## src/rtl/jpeg_out_port_if.sv

```systemverilog
`default_nettype none
// +----------------------------------------------------------------------+
// | jpeg_out_port_if : core data-bus slot plus outgoing byte stream       |
// | Rev 1.0                                                              |
// +----------------------------------------------------------------------+
interface jpeg_out_port_if #(
  parameter int WIDTH = 32
);
  logic [WIDTH-1:0] address;
  logic [WIDTH-1:0] wdata;
  logic             enw;
  logic [WIDTH-1:0] rdata;
  logic             hit;
  logic [7:0]       byte_data;
  logic             byte_valid;
  logic             byte_ready;

  modport master (
    output address, wdata, enw, byte_ready,
    input  rdata, hit, byte_data, byte_valid
  );

  modport slave (
    input  address, wdata, enw, byte_ready,
    output rdata, hit, byte_data, byte_valid
  );
endinterface
`default_nettype wire

```

## src/rtl/jpeg_out_port.sv

```systemverilog
`default_nettype none
// +----------------------------------------------------------------------+
// | jpeg_out_port : store-mapped word FIFO serialised MSB-byte-first     |
// | Rev 1.0                                                              |
// +----------------------------------------------------------------------+
module jpeg_out_port #(
  parameter int          WIDTH    = 32,
  parameter int          DEPTH    = 8,
  parameter logic [31:0] BASEADDR = 32'h0000_0400
) (
  input wire logic        clock,
  input wire logic        reset,
  jpeg_out_port_if.slave  bus
);

  localparam int AW = $clog2(DEPTH);
  localparam int CW = AW + 1;

  typedef enum logic [0:0] {
    S_IDLE = 1'b0,
    S_SEND = 1'b1
  } state_t;

  state_t          r_state;
  state_t          w_state_nxt;

  logic [31:0]     r_mem [DEPTH];
  logic [AW-1:0]   r_wr_ptr;
  logic [AW-1:0]   r_rd_ptr;
  logic [CW-1:0]   r_count;
  logic            r_ovf;
  logic [15:0]     r_sent;
  logic [31:0]     r_shift;
  logic [1:0]      r_idx;

  logic            w_is_data;
  logic            w_is_stat;
  logic            w_push_req;
  logic            w_push;
  logic            w_pop;
  logic            w_flush;
  logic            w_clr;
  logic            w_full;
  logic            w_empty;
  logic            w_xfer;
  logic            w_idle;
  logic [WIDTH-1:0] w_status;

  assign w_is_data  = (bus.address == BASEADDR);
  assign w_is_stat  = (bus.address == BASEADDR + 32'd4);
  assign w_push_req = bus.enw && w_is_data;
  assign w_flush    = bus.enw && w_is_stat && bus.wdata[1];
  assign w_clr      = bus.enw && w_is_stat && bus.wdata[0];

  assign w_full  = (r_count == CW'(DEPTH));
  assign w_empty = (r_count == '0);
  assign w_xfer  = (r_state == S_SEND) && bus.byte_ready;
  assign w_idle  = w_empty && (r_state == S_IDLE);

  // A full FIFO still accepts a word when the head leaves in the same cycle.
  assign w_push = w_push_req && (!w_full || w_pop);

  always_comb begin
    w_state_nxt = r_state;
    w_pop       = 1'b0;
    case (r_state)
      S_IDLE: begin
        if (!w_empty) begin
          w_pop       = 1'b1;
          w_state_nxt = S_SEND;
        end
      end
      S_SEND: begin
        if (bus.byte_ready && (r_idx == 2'd3)) begin
          if (!w_empty) begin
            w_pop = 1'b1;
          end else begin
            w_state_nxt = S_IDLE;
          end
        end
      end
      default: w_state_nxt = S_IDLE;
    endcase
    if (w_flush) begin
      w_pop       = 1'b0;
      w_state_nxt = S_IDLE;
    end
  end

  always_ff @(posedge clock) begin
    if (reset) begin
      r_state <= S_IDLE;
    end else begin
      r_state <= w_state_nxt;
    end
  end

  always_ff @(posedge clock) begin
    if (w_push) begin
      r_mem[r_wr_ptr] <= bus.wdata;
    end
  end

  always_ff @(posedge clock) begin
    if (reset) begin
      r_wr_ptr <= '0;
      r_rd_ptr <= '0;
      r_count  <= '0;
    end else if (w_flush) begin
      r_wr_ptr <= '0;
      r_rd_ptr <= '0;
      r_count  <= '0;
    end else begin
      if (w_push) begin
        r_wr_ptr <= r_wr_ptr + AW'(1);
      end
      if (w_pop) begin
        r_rd_ptr <= r_rd_ptr + AW'(1);
      end
      r_count <= r_count + CW'(w_push) - CW'(w_pop);
    end
  end

  always_ff @(posedge clock) begin
    if (reset) begin
      r_ovf   <= 1'b0;
      r_sent  <= '0;
      r_shift <= '0;
      r_idx   <= '0;
    end else begin
      if (w_clr) begin
        r_ovf <= 1'b0;
      end else if (w_push_req && !w_push) begin
        r_ovf <= 1'b1;
      end
      if (w_xfer) begin
        r_sent <= r_sent + 16'd1;
      end
      if (w_flush) begin
        r_idx <= '0;
      end else if (w_pop) begin
        r_shift <= r_mem[r_rd_ptr];
        r_idx   <= '0;
      end else if (w_xfer) begin
        r_idx <= r_idx + 2'd1;
      end
    end
  end

  assign bus.byte_valid = (r_state == S_SEND);

  always_comb begin
    bus.byte_data = 8'h00;
    if (r_state == S_SEND) begin
      case (r_idx)
        2'd0:    bus.byte_data = r_shift[31:24];
        2'd1:    bus.byte_data = r_shift[23:16];
        2'd2:    bus.byte_data = r_shift[15:8];
        default: bus.byte_data = r_shift[7:0];
      endcase
    end
  end

  assign w_status  = {r_sent, 8'(r_count), 5'b00000, r_ovf, w_idle, w_full};
  assign bus.hit   = w_is_data || w_is_stat;
  assign bus.rdata = w_is_stat ? w_status : '0;

endmodule
`default_nettype wire

```

## src/flat_wrapper.sv

```systemverilog
// flat-port wrapper written by rule: the top's interface ports become plain ports
module jpeg_out_port_flat 
#(
  parameter int          WIDTH    = 32,
  parameter int          DEPTH    = 8,
  parameter logic [31:0] BASEADDR = 32'h0000_0400
)
  (clock, reset, bus_address, bus_wdata, bus_enw, bus_byte_ready, bus_rdata, bus_hit, bus_byte_data, bus_byte_valid);
  jpeg_out_port_if #(.WIDTH(WIDTH)) bus_i ();
  input wire logic clock;
  input wire logic reset;
  input wire logic [$bits(bus_i.address)-1:0] bus_address;
  input wire logic [$bits(bus_i.wdata)-1:0] bus_wdata;
  input wire logic [$bits(bus_i.enw)-1:0] bus_enw;
  input wire logic [$bits(bus_i.byte_ready)-1:0] bus_byte_ready;
  output wire logic [$bits(bus_i.rdata)-1:0] bus_rdata;
  output wire logic [$bits(bus_i.hit)-1:0] bus_hit;
  output wire logic [$bits(bus_i.byte_data)-1:0] bus_byte_data;
  output wire logic [$bits(bus_i.byte_valid)-1:0] bus_byte_valid;
  assign bus_i.address = bus_address;
  assign bus_i.wdata = bus_wdata;
  assign bus_i.enw = bus_enw;
  assign bus_i.byte_ready = bus_byte_ready;
  assign bus_rdata = bus_i.rdata;
  assign bus_hit = bus_i.hit;
  assign bus_byte_data = bus_i.byte_data;
  assign bus_byte_valid = bus_i.byte_valid;
  jpeg_out_port #(.WIDTH(WIDTH), .DEPTH(DEPTH), .BASEADDR(BASEADDR)) u_core (.clock(clock), .reset(reset), .bus(bus_i));
endmodule
```

## config.mk

```make
export PLATFORM = sky130hd
export DESIGN_NAME = jpeg_out_port_flat
export DESIGN_NICKNAME = d
export VERILOG_FILES = /design/src/rtl/jpeg_out_port_if.sv /design/src/rtl/jpeg_out_port.sv /design/src/flat_wrapper.sv
export SDC_FILE = /design/constraint.sdc
export NUM_CORES = 1
export LEC_CHECK = 0
export CORE_AREA = 3 3 196 198
export CTS_BUF_LIST = sky130_fd_sc_hd__clkbuf_8
export DETAILED_ROUTE_END_ITERATION = 10
export DIE_AREA = 0 0 199 201
export PLACE_DENSITY = 0.51
export SLEW_MARGIN = 20
export SYNTH_ARGS = -nofsm -noshare
export SYNTH_HDL_FRONTEND = slang
export SYNTH_SLANG_ARGS = --single-unit
```

## constraint.sdc

```tcl
create_clock -name clock -period 8.8 [get_ports clock]
set_input_delay 2.2 -clock clock [delete_from_list [all_inputs] [get_ports clock]]
set_output_delay 2.2 -clock clock [all_outputs]
set_load 0.02 [all_outputs]
```

-- Yosys cells after proc, flatten, opt, wreduce, memory -nomap -nowiden
Memories as Yosys holds them, arrays and structs flattened. A register that Yosys moved wholly into a read port is not among the register bits.
Index checks and enable logic that the tools add are counted.
- memories kept: 1
- word-level logic and storage cells: 52
- memory bits (writable): 256
- input bits: 68
- register bits after elaboration: 30
- memory list (memory ; words ; bits a word ; rd ports ; clocked after memory_dff ; write ports ; line ; source):
    u_core.r_mem ; 8 ; 32 ; 1 ; 1 ; 1 ; jpeg_out_port.sv:27 ; logic [31:0] r_mem [DEPTH];
- reduce and logical (&&, ||, !) cells: 19
- bitwise gates (word level): 2
- $add $sub $neg: 6
- eq/ne operators: 6
- multiplexer cells: 11
- operators with widths (cell ; count):
    $eq A32 B11 Y1 const B ; 2
    $mux W32 ; 1
    $pmux W8 S3 ; 1
    $add A16 B1 Y16 const B ; 1
    $logic_and A1 B1 Y1 ; 9
    $mux W8 ; 1
    $add A3 B1 Y3 const B ; 2
    $mux W1 ; 6
    $add A4 B1 Y4 ; 1
    $eq A2 B2 Y1 const B ; 2
    $eq A4 B4 Y1 const B ; 1
    $logic_not A4 Y1 ; 1
    $pmux W1 S2 ; 2
    $reduce_or A2 Y1 ; 2
    $sub A4 B1 Y4 ; 1
    $reduce_or A3 Y1 ; 1
    $add A2 B1 Y2 const B ; 1
    $eq A2 B1 Y1 const B ; 1
    $logic_not A1 Y1 ; 2
    $logic_not A2 Y1 ; 1
    $logic_or A1 B1 Y1 ; 2
    $not A1 Y1 ; 2
    $reduce_and A2 Y1 ; 1

-- Depth between registers and ports, before layout
- depth in word-level cells: 9
- depth in mapped cells: 14
- depth with buffers taken out: 12

-- Worst setup path after synthesis
Ideal clock, no wire load.
- path kind: input to register
- from: in bus_address[13]
- to: mem u_core.r_mem[4][0], enable pin
- arrival: 5.632 ns
- stages: 5
- path buffers: 0
- slack: 2.707 ns
- required time: 8.339 ns
- cells stage by stage: nor4b_1 -> nand4_1 -> nor4_2 -> nand2_1 -> nor3_1
- longest elaborated chain between the ends: 8
- elaborated cells between the ends (all ways): 10
- those cells by class: eq/ne (2); mux (3); reduce/logical (5)
- RTL lines (what ; line ; source):
    start, declared ; flat_wrapper.sv:12 ; input wire logic [$bits(bus_i.address)-1:0] bus_address;
    $eq A32 B11 Y1 ; jpeg_out_port.sv:50 ; assign w_is_stat = (bus.address == BASEADDR + 32'd4);
    $logic_and A1 B1 Y1 (2 in series) ; jpeg_out_port.sv:52 ; assign w_flush = bus.enw && w_is_stat && bus.wdata[1];
    $mux W1 ; jpeg_out_port.sv:84 ; if (w_flush) begin
    $logic_or A1 B1 Y1 ; jpeg_out_port.sv:61 ; assign w_push = w_push_req && (!w_full || w_pop);
    $logic_and A1 B1 Y1 * ; jpeg_out_port.sv:61 ;
    net u_core.w_push ; jpeg_out_port.sv:39 ; logic w_push;
    $mux W1 * ; jpeg_out_port.sv:99 ; if (w_push) begin
    $mux W1 (not written as such) * ; jpeg_out_port.sv:100 ; r_mem[r_wr_ptr] <= bus.wdata;
    end, declared ; jpeg_out_port.sv:27 ;
The timed path passes the listed nets; every way through them passes the cells marked *.

-- Worst setup path in the final report
- from: in bus_address[22]
- to: out bus_rdata[1]
- longest elaborated chain between the ends: 2
- RTL lines (what ; line ; source):
    $eq A32 B11 Y1 ; jpeg_out_port.sv:50 ;
    $mux W32 ; jpeg_out_port.sv:166 ; assign bus.rdata = w_is_stat ? w_status : '0;
    end, declared ; flat_wrapper.sv:16 ; output wire logic [$bits(bus_i.rdata)-1:0] bus_rdata;
Every way passes these cells.

==> results.yml <==
finish:
  insertedDiodeCount: 0
  postLayoutCoreUtil_pct: 41.7
  final_area_um2: 15300
  fillerInstances: 3327
  final_cell_mix: "edfxtp_1, clkdlybuf4s50_1, mux4_2"
  drive_gt1_share_pct: 20.9
  finalNonFillerCells: 1374
  layout_commonest_cell: "edfxtp_1"
  fin_nets: 947
  synthToLayoutAreaGrowth_pct: 19.1
pwr:
  cellLeakagePower_nw: 4.85
  peakVddDrop_v: 0.000114
  power_density_nw_per_um2: 257
  power.total_mw: 3.93
yosys:
  syn_inst: 742
  synthArstFlopShare_pct: 0
  yosysTopAreaCellShare_pct: 59.9
  synth_area_leader_cell: "edfxtp_1"
  yosysSeqAreaShare_pct: 69.6
  synthTopCellsByArea: "edfxtp_1, mux4_2, dfxtp_1"
  ys_types: 42
  yosys_warnings: 0
  netlist_area_um2: 12800
  synth_edf_count: 256
  syn_avg_cell_area_um2: 17.3
  synthFlopType: "edfxtp_1"
  ys_ff_latch: 318
setup_path:
  worst_setup_path_end_kind: "output pin"
  cp-start-kind: "input port"
  cp.required_ns: 6.60
  worstPathArrival_ns: 4.93
  worstPathMaxFanout: 14
  rr_startpoint: "u_core.r_idx[1]"
  crit_path_start: "bus_address[22]"
  path_class: "input port to output pin"
sta:
  rsz0062_at_grt: "false"
  hold_viol_final: 0
  period_share_pct: 81.0
  fmax_ghz: 0.140
  slew_headroom_pct: 33.9
  clock_skew_ns: 0.0208
  min_period_ns: 7.13
  tightest_slew_ns: 0.992
  fin_tns_setup_ns: 0
  timing.final.max_slew_violations: 0
  setup_viol: 0
placed_design:
  port_buffers: 100
  dp_cells: 1278
  placed_area_um2: 14300
  gp_congestion: 0.724
  post-dp-hpwl_um: 16500
grt:
  grt-ovfl-total: 0
  grt_pass1_wl_um: 42900
  track_usage_pct: 14.0
  grt_antenna_before_repair: 1
  first_global_vias: 7142
  grt_max_degree: 51
cts:
  cts.htree.levels: 2
  postCtsHoldBufs: 0
  clock_latency_ns: 0.57
  numCtsBuffers: 53
  cts_buffer_depth: 3
  post_cts_resize_count: 0
  clkTransAtPathRegs_ns: 0.06
  cts_tree: "done"
  cts_setup_buffers: 0
  cts-root-buf: "clkbuf_8"
  cts.sinks: 318
outcome:
  status: "completed"
floorplanning:
  die_h_um: 201
  start_util_pct: 35.0
  fp.dieW_um: 199
  ios: 110
  row_count: 70
  dieArea_um2: 40000
  core_area_um2: 36700
flow_run:
  max_cap_violations: 0
route:
  routed_wirelength_um: 28600
  initialDrtViolationCount: 456
  firstDrtPassIters: 6
  vias: 6906
  ant_nets: 0
  wl_per_cell_um: 20.8
  drcViolationCount: 0
  vias_per_cell: 5.03
min_path:
  hold_class: "register to register"
  holdCritStartpoint: "u_core.r_sent[8]"
[layer usage]
layer / up-vias / wire length (um) / GRT usage [%]
li1: 3185 / - / -
met1: 3487 / 13300 / 19.8
met2: 184 / 13200 / 22.2
met3: 48 / 1450 / 2.87
met4: 2 / 546 / 3.79
met5: - / 9 / 0
[final timing paths]
| path | cells after the start | slack (ns) | to |
|---|---|---|---|
| max reg2reg | 7 | 5.01 | u_core.r_mem[2][20] |
| min | 2 | 0.50 | u_core.r_sent[8] |
| max | 7 | 1.67 | bus_rdata[1] |
| min reg2reg | 2 | 0.50 | u_core.r_sent[8] |
[cells by family (layout without fill, tap and decap cells)]
kind of cell,after synthesis,count (layout),synth area share [%]
xor+xnor,17,17,1.16
compound gates,99,99,6.11
buf+inv,70,226,2.63
fa+ha+maj,14,14,1.42
mux,98,98,13.9
other cells,1,9,0.0292
simple gates,125,125,5.20
flops,318,318,69.6
[area by class of cell]
cell class / count / area [um^2] / share of cell area [%]
Sequential cell: 318 / 8930 / 58.4
Multi-Input combinational cell: 362 / 3650 / 23.9
Timing Repair Buffer: 115 / 1110 / 7.25
Clock buffer: 55 / 757 / 4.95
Tap cell: 468 / 586 / 3.83
Clock inverter: 41 / 191 / 1.25
Inverter: 15 / 56.3 / 0.368
[state kept, by name (all words and copies together) (netlist names)]
name / flops
u_core.r_count: 4
u_core.bus.byte_valid: 1
u_core.r_idx: 2
u_core.r_ovf: 1
u_core.r_sent: 16
u_core.r_wr_ptr: 3
u_core.r_rd_ptr: 3
u_core.r_mem: 256
u_core.r_shift: 32
[worst max-delay path, cell delays in order]
cell and delay [ns]:
clkdlybuf4s50_1 0.40, nor4_1 0.30, nand4_1 0.48, nor3_1 0.44
buf_4 0.23, nor3b_1 0.24, clkdlybuf4s50_1 0.65
[power by group]
part           internal, mW  leakage, nW  switching (mW)  total, mW
sequential             1.72         2.81           0.144       1.86
clock                 0.605        0.553           0.555       1.16
combinational         0.453         1.49           0.457      0.911
total                  2.77         4.85            1.16       3.93
[Yosys cell counts, drive strengths merged (6+ instances only)]
| cell type | n |
|---|---|
| nor3 | 10 |
| xnor2 | 11 |
| xor2 | 6 |
| and2 | 24 |
| mux2i | 34 |
| edfxtp | 256 |
| ha | 13 |
| nand2 | 20 |
| nor4 | 16 |
| o21ai | 12 |
| a21oi | 41 |
| inv | 15 |
| nor2 | 27 |
| dfxtp | 62 |
| a211oi | 32 |
| mux4 | 64 |
| clkbuf | 31 |
| buf | 24 |
| a222oi | 8 |
[per-stage QoR]
step	hold slack (ns)	setup slack, ns
finish	0.501	1.67
global route	0.525	1.39
CTS	0.505	1.62
detailed placement	0.497	1.62
global placement	0.478	1.72
floorplan	0.462	2.71
(Power assumes the default switching activity.)
==> patch (same flow settings) <==
`DEPTH` is set to 8 in 2 places; all go to 4.
--- a/src/rtl/jpeg_out_port.sv
+++ b/src/rtl/jpeg_out_port.sv
@@ -7,3 +7,3 @@
   parameter int          WIDTH    = 32,
-  parameter int          DEPTH    = 8,
+  parameter int          DEPTH    = 4,
   parameter logic [31:0] BASEADDR = 32'h0000_0400
--- a/src/flat_wrapper.sv
+++ b/src/flat_wrapper.sv
@@ -4,3 +4,3 @@
   parameter int          WIDTH    = 32,
-  parameter int          DEPTH    = 8,
+  parameter int          DEPTH    = 4,
   parameter logic [31:0] BASEADDR = 32'h0000_0400
Behaviour: not the same (Yosys sat finds a counterexample within 10 cycles, from zero or initial values and one cycle with reset high).
==> patch against the original RTL <==
Routed wire length decreased by 37%; largest cell class unchanged; cell area fell by 37%; area after synthesis fell by 40%; worst setup slack better by 0.23 ns; highest routed layer is now met4; critical path type unchanged; sequential cell count is 131 lower; first-iteration DRC count fell by 47%; sequential share of layout area decreased by 6.2 points; total power fell by 45%.
==> patch: results (changes against the original RTL) <==
grt_first_pass_wirelength_mm: 27.6  # -36%
finish.net_count: 716  # -24%
cts_buffers: 17  # -68%
synth.lib_cells_used.distinct: 39  # -7.1%
worst_skew_pair.late_latency_ns: 0.47  # -0.10 ns
place.port_buffers: 99  # -1.0%
synth_area_leaders: "edfxtp_1 50%, dfxtp_1 15%, mux4_2 9.3%"
p_comb_mw: 0.479  # -47%
hold_path_startpoint: "u_core.r_shift[15]"
worstSetupStartpoint: "bus_address[18]"
global_route.usage.met1_pct: 12.5  # -7.3 points
result_of_the_run: "finished, final reports clean"
global_route_track_usage_on_met2_pct: 14.2  # -8.1 points
skew_ns: 0.0189  # -0.00189 ns
fillerInstances: 3784  # +14%
rrSetupSlack_ns: 5.37  # +0.36 ns
placement.cell_area_mm2: 0.00918  # -36%
yosys-mux-area-fraction_pct: 9.55  # -4.3 points
synth_top_family_by_area: "simple AND/OR/NAND/NOR gates"
antenna_found_initial: 0  # -1
route.final.wire_length_mm: 18.0  # -37%
rr_worst_depth: 13  # +6
crit_path_max_fanout: 23  # +9
slew_headroom_pct: 30.6  # -3.3 points
synth-adder-area-share_pct: 2.03  # +0.61 points
compound_cell_area_share_of_the_yosys_netlist_pct: 6.47  # +0.36 points
first_iter_violations: 242  # -47%
irDropWorstVdd_mv: 0.127  # +11%
## patch: cell types whose count changed after synthesis, sizes merged, moves of 4 or more
cell and delta:
and2 +8, a21oi -4, nor4 -6, clkbuf -8
edfxtp -128, mux2i -32, inv -4, nor3 -5
mux4 -32, o21ai +30, xor2 +5, nand3 +31
a211oi -32
## patch: worst max path at each step
| stage | to | slack, ns |
|---|---|---|
| 6_report | bus_rdata[1] | 1.90 |
| 4_1_cts | bus_rdata[8] | 1.83 |
| 2_1_floorplan | bus_rdata[1] | 3.13 |
| 5_1_grt | bus_rdata[1] | 1.71 |
| 3_5_place_dp | bus_rdata[8] | 1.84 |
| 3_3_place_gp | bus_rdata[8] | 1.87 |
## patch: cell type report
cell class | instances | area, um2 | share of cell area (%)
sequential | 187 | 5030 | 52.2
multi-input combinational | 316 | 2510 | 26.1
timing repair buffer | 103 | 1020 | 10.6
tap | 468 | 586 | 6.09
clock buffer | 18 | 248 | 2.57
clock inverter | 14 | 194 | 2.02
inverter | 11 | 41.3 | 0.429
## patch: worst register-to-register path, cell delays in order (launching register included)
cell	delay, ns
dfxtp_1	0.39
ha_1	0.57
nand2_1	0.10
nand2_1	0.11
nand2_1	0.61
nor2_1	0.32
ha_1	0.26
inv_1	0.05
ha_1	0.12
inv_1	0.05
fa_1	0.37
xor2_1	0.17
xnor2_1	0.14
nor2_1	0.05
## patch: metrics by stage
step,worst slack (ns),hold slack (ns),cells,utilization (%)
global placement,1.87,0.464,1085,25.0
floorplan,3.13,0.454,558,-
detailed placement,1.84,0.471,1085,25.0
global route,1.71,0.518,1117,26.2
CTS,1.83,0.485,1117,26.2
finish,1.90,0.488,1117,26.2
## patch: per-layer routing
layer  up-vias  wire length, um
met5         -                0
met4         0              161
met3        12              858
met2       116             8240
met1      2358             8780
li1       2225                -
